==> src/rtl/life_matrix_scan.sv <==
// life_matrix_scan: double-buffered 8x8 Life frame scanner driving an active-low row / column LED matrix
// Ports:
//   clk, reset        rising-edge clock, synchronous active-low reset
//   enable            scan permission, sampled in IDLE and at frame end
//   grid, grid_valid  offered frame (row r = grid[63-8r -: 8], msb = column 0)
//   grid_ready        pending buffer empty
//   row_n, col        active-low one-hot row drive and column data of the lit row
//   frame_done        one-cycle pulse after row 7 finishes
//   live_count        population of the frame in the display buffer
module life_matrix_scan #(
  parameter int DWELL = 1000,
  parameter int BLANK = 4
) (
  input  logic        clk,
  input  logic        reset,
  input  logic        enable,
  input  logic [63:0] grid,
  input  logic        grid_valid,
  output logic        grid_ready,
  output logic [7:0]  row_n,
  output logic [7:0]  col,
  output logic        frame_done,
  output logic [6:0]  live_count
);
  typedef enum logic [1:0] {S_IDLE, S_LOAD, S_BLANK, S_SHOW} state_t;
  state_t state, nxt;
  logic [63:0] pending, display;
  logic        pending_full;
  logic [2:0]  r;
  logic [15:0] cnt;
  logic [6:0]  pop;
  logic        show_end;
  assign grid_ready = ~pending_full;
  always_comb begin
    pop = '0;
    for (int i = 0; i < 64; i++) pop = pop + 7'(pending[i]);
  end
  // row r occupies bits 63-8r down to 56-8r, i.e. top index {~r, 3'b111}
  always_comb begin
    show_end = cnt == 16'(DWELL - 1);
    nxt = state;
    row_n = 8'hFF;
    col = '0;
    case (state)
      S_IDLE:  nxt = enable && pending_full ? S_LOAD : S_IDLE;
      S_LOAD:  nxt = S_BLANK;
      S_BLANK: nxt = cnt == 16'(BLANK - 1) ? S_SHOW : S_BLANK;
      S_SHOW: begin
        row_n = ~(8'd1 << r);
        col = display[{~r, 3'b111} -: 8];
        if (show_end)
          nxt = r != 3'd7 ? S_BLANK : enable && pending_full ? S_LOAD : enable ? S_BLANK : S_IDLE;
      end
      default: nxt = S_IDLE;
    endcase
  end
  // cnt restarts on every state change, so it always counts cycles spent in the current state
  always_ff @(posedge clk) begin
    if (!reset) begin
      state <= S_IDLE;
      cnt <= '0;
      r <= '0;
      pending <= '0;
      pending_full <= 1'b0;
      display <= '0;
      live_count <= '0;
      frame_done <= 1'b0;
    end else begin
      state <= nxt;
      cnt <= nxt == state ? cnt + 16'd1 : '0;
      frame_done <= state == S_SHOW && show_end && r == 3'd7;
      if (state == S_LOAD) begin
        display <= pending;
        pending_full <= 1'b0;
        live_count <= pop;
        r <= '0;
      end else if (grid_valid && !pending_full) begin
        pending <= grid;
        pending_full <= 1'b1;
      end
      if (state == S_SHOW && show_end) r <= r + 3'd1;
    end
  end
endmodule

==> config.mk <==
export PLATFORM = sky130hd
export DESIGN_NAME = life_matrix_scan
export DESIGN_NICKNAME = d
export VERILOG_FILES = /design/src/rtl/life_matrix_scan.sv
export SDC_FILE = /design/constraint.sdc
export NUM_CORES = 1
export LEC_CHECK = 0
export CAP_MARGIN = 20
export CORE_ASPECT_RATIO = 0.7
export CORE_MARGIN = 2
export CORE_UTILIZATION = 45
export CTS_BUF_LIST = sky130_fd_sc_hd__clkbuf_8
export CTS_CLUSTER_DIAMETER = 200
export DETAILED_ROUTE_END_ITERATION = 7
export GPL_TIMING_DRIVEN = 0
export PLACE_DENSITY = 0.66
export SKIP_CTS_REPAIR_TIMING = 1
export SYNTH_ARGS = -nofsm -noshare
export SYNTH_HDL_FRONTEND = slang
export SYNTH_SLANG_ARGS = --single-unit
export TNS_END_PERCENT = 1
==> constraint.sdc <==
create_clock -name clk -period 17.95 [get_ports clk]
set_input_delay 2.6925 -clock clk [delete_from_list [all_inputs] [get_ports clk]]
set_output_delay 2.6925 -clock clk [all_outputs]
set_load 0.01 [all_outputs]
# --- Yosys cells after proc, flatten, opt, wreduce, memory -nomap -nowiden ---
# Cells that the tools add are included.
classes:
  n_addsub: 65
  eq_ne: 8
  shift: 2
  muxes: 11
  n_bitwise: 5
  n_reduce_logical: 10
ops:
  columns: ["operator", "n"]
  rows:
  - ["$add A7 B1 Y7", 57]
  - ["$shiftx A71 B7 Y8", 1]
  - ["$add A16 B1 Y16 const B", 1]
  - ["$eq A16 B10 Y1 const B", 1]
  - ["$eq A16 B2 Y1 const B", 1]
  - ["$mux W8", 2]
  - ["$mux W2", 4]
  - ["$not A8 Y8", 1]
  - ["$pmux W2 S4", 1]
  - ["$shl A1 B3 Y8 const A", 1]
  - ["$add A6 B1 Y7", 1]
  - ["$add A5 B1 Y6", 1]
  - ["$mux W3", 2]
  - ["$add A4 B1 Y5", 1]
  - ["$add A3 B1 Y4", 1]
  - ["$eq A2 B2 Y1 const B", 2]
  - ["$logic_and A1 B1 Y1", 4]
  - ["$reduce_and A2 Y1", 2]
  - ["$add A2 B1 Y3", 1]
  - ["$add A3 B1 Y3 const B", 1]
  - ["$eq A3 B3 Y1 const B", 1]
  - ["$ne A3 B3 Y1 const B", 1]
  - ["$not A1 Y1", 3]
  - ["$not A3 Y3", 1]
  - ["other kinds (8)", 9]
word_totals:
  register_bits: 158
  in_bits: 68

# --- Longest topological paths before layout ---
depth:
  ltp_word: 63
  mapped_depth: 20
  depth_no_buf: 20

# --- Worst setup path after synthesis ---
# Ideal clock, no wire load.
synth_timing:
  kind: "register to register"
  from: "register pending[35]"
  to: "register live_count[4]"
  setup_time_ns: 0.115
  arrival_ns: 5.756
  setup_slack_ns: 12.079
  path_stages_with_launch: 21
  n_path_buf: 0
  period_less_slack_ns: 5.871
  cell_sequence: "dfxtp_1 > inv_1 > fa_1 > inv_1 > fa_1 > fa_1 > inv_1 > fa_1 > inv_1 > fa_1 > fa_1 > fa_1 > inv_1 > fa_1 > inv_1 > fa_1 > a21o_1 > a21oi_1 > xnor2_1 > o21ai_0 > and2_1"
synth_via:
  elab_chain_len: 29
synth_lines:
  columns: ["item", "line_no", "source"]
  rows:
  - ["start: declaration", "27", "logic [63:0] pending, display;"]
  - ["start signal: assignment", "78", "pending <= grid;"]
  - ["$add A7 B1 Y7 (29 in a row)", "36", "for (int i = 0; i < 64; i++) pop = pop + 7'(pending[i]);"]
  - ["end signal: assignment", "75", "live_count <= pop;"]
  - ["end: declaration", "23", "output logic [6:0] live_count"]
# No other way between the ends.
# A chain may end at the register's enable or synchronous reset.

# --- Worst setup path in the final report ---
# Same ends and word-level chain as after synthesis.

==> run_results.csv <==
group,metric,value,unit
outcome,result_of_the_run,"completed",
placement,hpwlAfterDp,16530,µm
detailed_routing,via_count,6561,
detailed_routing,ant_nets,0,
detailed_routing,detail_route.vias_per_cell,4.948,
timing,min_period,6.173,ns
detailed_routing,wl_per_cell,16.08,µm
worst_setup_path,worstSetupPathType,"flop to flop",
worst_setup_path,worst-endpoint-required,18.32,ns
job,timing.max_cap.violations,0,
timing,relSlewSlack,0.3779,
timing,final-max-slew-violation-count,0,
clock_tree,max-clock-path-buffers,2,
power_and_ir_drop,p_clk_frac,0.267,
die,placement_rows,41,
power_and_ir_drop,irDropWorstVdd,0.1244,mV
power_and_ir_drop,p_int,0.7235,mW
synthesis,ys_seq_elements,158,
power_and_ir_drop,p_leak,3.801,nW
worst_setup_path,start_kind,"flop",
finish,fillerInstances,1706,
finish,leading_cell_type_in_the_layout_fill_and_taps_excluded,"sky130_fd_sc_hd__nand2_1",
clock_tree,cts.htree.levels,4,
finish,multi_input_area,0.004563,mm²
grt,grt_remaining_overflow,0,
clock_tree,cts_root_buffer,"sky130_fd_sc_hd__clkbuf_8",
synthesis,seq_area_frac_synth,0.3790,
timing,period_share,0.3439,
min_path,hold_path.startpoint,"cnt[0]",
die,die_width,166.8,µm
synthesis,syn-mean-instance-area,8.630,µm²
die,core_area,0.01811,mm²
grt,grt_pass1_vias,6417,
grt,grt_start_max_net_pins,17,
finish,area_growth,19.88,%
power_and_ir_drop,netSwitchingPower,0.4134,mW
worst_setup_path,crit_path_max_fanout,3,
clock_tree,clk_latency,0.47,ns
die,boundaryPins,93,
synthesis,synth_flop_cell,"sky130_fd_sc_hd__dfxtp_1",
worst_setup_path,critical_path_arrival,6.54,ns
placement,port_buffers,91,
synthesis,number_of_flops_mapped_to_enable_cells_by_yosys,0,
synthesis,synthesis.area,0.008346,mm²
clock_tree,tritoncts_num_sinks,158,
worst_setup_path,critical_path.startpoint,"pending[35]",
detailed_routing,drcViolationCount,0,
timing,fmax,0.1620,GHz
power_and_ir_drop,pwr_density_cell,113.6,mW/mm²
worst_setup_path,crit-reg2reg-launch,"pending[35]",
synthesis,synth_cell_types,40,
grt,grt_antenna_before_repair,0,
grt,globalRouteTotalUtil,0.2306,
synthesis,syn_nets,1111,
detailed_routing,router_iterations_before_antenna_repair,4,
clock_tree,cts_made_buffers,17,
timing,finalSetupViolations,0,
timing,timing_hold_violations_final,0,
finish,most-common-layout-cells,"sky130_fd_sc_hd__nand2_1 (301), sky130_fd_sc_hd__dfxtp_1 (158), sky130_fd_sc_hd__a21boi_0 (131), sky130_fd_sc_hd__inv_1 (107), sky130_fd_sc_hd__clkdlybuf4s50_1 (91)",
finish,seqCellArea,0.003163,mm²
min_path,hold_class,"flop to flop",
power_and_ir_drop,seq_power_share,0.328,
power_and_ir_drop,share_comb_of_total_power,0.405,
synthesis,synth_async_sr_flop_share,0,
timing,finalSetupTns,0,ns
timing,rsz0062_at_grt,"no",
synthesis,synthesis.instances,967,
power_and_ir_drop,switching_share,0.3636,
worst_setup_path,element_type_at_the_critical_path_end,"flop",
finish,number_of_antenna_cells_inserted,0,
die,dieArea,0.01967,mm²
die,initial_utilization,0.4609,
clock_tree,cts_tree,"built",
synthesis,yosysWarnings,0,
finish,design.final.nets,1221,
clock_tree,clk_pin_slew_worst_paths,0.09,ns
timing,worst_clock_skew,0.01469,ns
die,die-height,117.9,µm
timing,tightest_slew,0.9331,ns
grt,global_route_wire_length_before_repair,34720,µm
detailed_routing,detailedRoute.firstIterationViolations,516,
detailed_routing,finalWirelength,21330,µm
placement,place.gp.congestion,0.8596,
timing,fin_worst_hold_slack,0.4531,ns
finish,final_layout_size_suffix_gt1_frac,0.05138,
[kinds of logic after synthesis]
logic type | count (synthesis) | synth area share
buf+inv | 162 | 0.07421
mux | 17 | 0.04438
xor+xnor | 18 | 0.01889
simple gates | 366 | 0.1751
fa+ha+maj | 76 | 0.1625
compound gates | 170 | 0.1459
flops | 158 | 0.3790
[cell usage after synthesis (2+ instances only)]
cell type                  instances  area [µm²]
sky130_fd_sc_hd__or4_1             2       15.01
sky130_fd_sc_hd__and3_1            2       12.51
sky130_fd_sc_hd__and2_1            3       18.77
sky130_fd_sc_hd__a21o_1            2       15.01
sky130_fd_sc_hd__nand2_1         301        1130
sky130_fd_sc_hd__nand3_1          12       60.06
sky130_fd_sc_hd__nor2_1           29       108.9
sky130_fd_sc_hd__nand4_1           3       18.77
sky130_fd_sc_hd__o21ai_0          10       50.05
sky130_fd_sc_hd__clkbuf_1         40       150.1
sky130_fd_sc_hd__nor3_1            5       25.02
sky130_fd_sc_hd__fa_1             54        1081
sky130_fd_sc_hd__inv_1           107       401.6
sky130_fd_sc_hd__a21boi_0        131       983.4
sky130_fd_sc_hd__o21a_1            3       22.52
sky130_fd_sc_hd__nor2b_1           2       12.51
sky130_fd_sc_hd__mux4_2           16       360.4
sky130_fd_sc_hd__ha_1             22       275.3
sky130_fd_sc_hd__a21oi_1          17       85.08
sky130_fd_sc_hd__xor2_1           11       96.34
sky130_fd_sc_hd__buf_2             3       15.01
sky130_fd_sc_hd__dfxtp_1         158        3163
sky130_fd_sc_hd__buf_1            10       37.54
sky130_fd_sc_hd__and4_2            2       20.02
sky130_fd_sc_hd__xnor2_1           7       61.31
[per-stage QoR]
stage	power [mW]	setup WS, ns	std cells	cell area, µm²	util
floorplan	0.7235	12.08	967	8346	-
global placement	0.8342	11.83	1294	9552	0.5275
detailed placement	0.8401	11.79	1294	9552	0.5275
CTS	1.142	11.79	1326	10000	0.5525
global route	1.236	11.43	1326	10000	0.5525
finish	1.137	11.78	1326	10000	0.5525
[routing by layer]
layer / vias up / global-route usage / part of all wire
met5: - / 0 / 0
met4: 0 / 0.05873 / 0.014
met3: 19 / 0.07767 / 0.088
met2: 216 / 0.3215 / 0.40
met1: 3034 / 0.3406 / 0.50
li1: 3292 / - / -
[power groups by stage]
stage               clock network, mW  registers, mW  logic [mW]
detailed placement                  0          0.381       0.459
finish                          0.304          0.373       0.461
floorplan                           0          0.377       0.347
global route                    0.325          0.374       0.537
CTS                             0.308          0.373       0.462
global placement                    0          0.381       0.454
[worst paths after layout]
| check | end | slack, ns | cells past startpoint |
|---|---|---|---|
| setup / recovery | live_count[4] | 11.78 | 20 |
| hold / removal | cnt[0] | 0.45 | 1 |
| setup reg to reg | live_count[4] | 11.78 | 20 |
| hold reg to reg | cnt[0] | 0.45 | 1 |
[critical path, cell delays in order (launching register included)]
cell and delay [ns]:
sky130_fd_sc_hd__dfxtp_1 0.36, sky130_fd_sc_hd__inv_1 0.07, sky130_fd_sc_hd__fa_1 0.52, sky130_fd_sc_hd__inv_1 0.05
sky130_fd_sc_hd__fa_1 0.42, sky130_fd_sc_hd__fa_1 0.54, sky130_fd_sc_hd__inv_1 0.06, sky130_fd_sc_hd__fa_1 0.53
sky130_fd_sc_hd__inv_1 0.05, sky130_fd_sc_hd__fa_1 0.54, sky130_fd_sc_hd__fa_1 0.46, sky130_fd_sc_hd__fa_1 0.56
sky130_fd_sc_hd__inv_1 0.06, sky130_fd_sc_hd__fa_1 0.53, sky130_fd_sc_hd__inv_1 0.07, sky130_fd_sc_hd__fa_1 0.45
sky130_fd_sc_hd__a21o_1 0.18, sky130_fd_sc_hd__a21oi_1 0.21, sky130_fd_sc_hd__xnor2_1 0.17, sky130_fd_sc_hd__o21ai_0 0.09
sky130_fd_sc_hd__and2_1 0.17
[registers in the layout, summed over array words and instances, names as in the netlist]
register,flops
cnt,16
display,64
frame_done,1
live_count,7
pending,64
pending_full,1
r,3
state,2
[area by class of cell]
class                   count  share of cell area
clock inverters            14             0.02051
repair buffers             91             0.09105
clock buffers              18             0.02476
multi-input cells         647              0.4561
plain buffers              54             0.02139
inverters                 108             0.04052
flip-flops and latches    158              0.3162
well taps                 236             0.02951
Power figures use the tool's default switching activity.
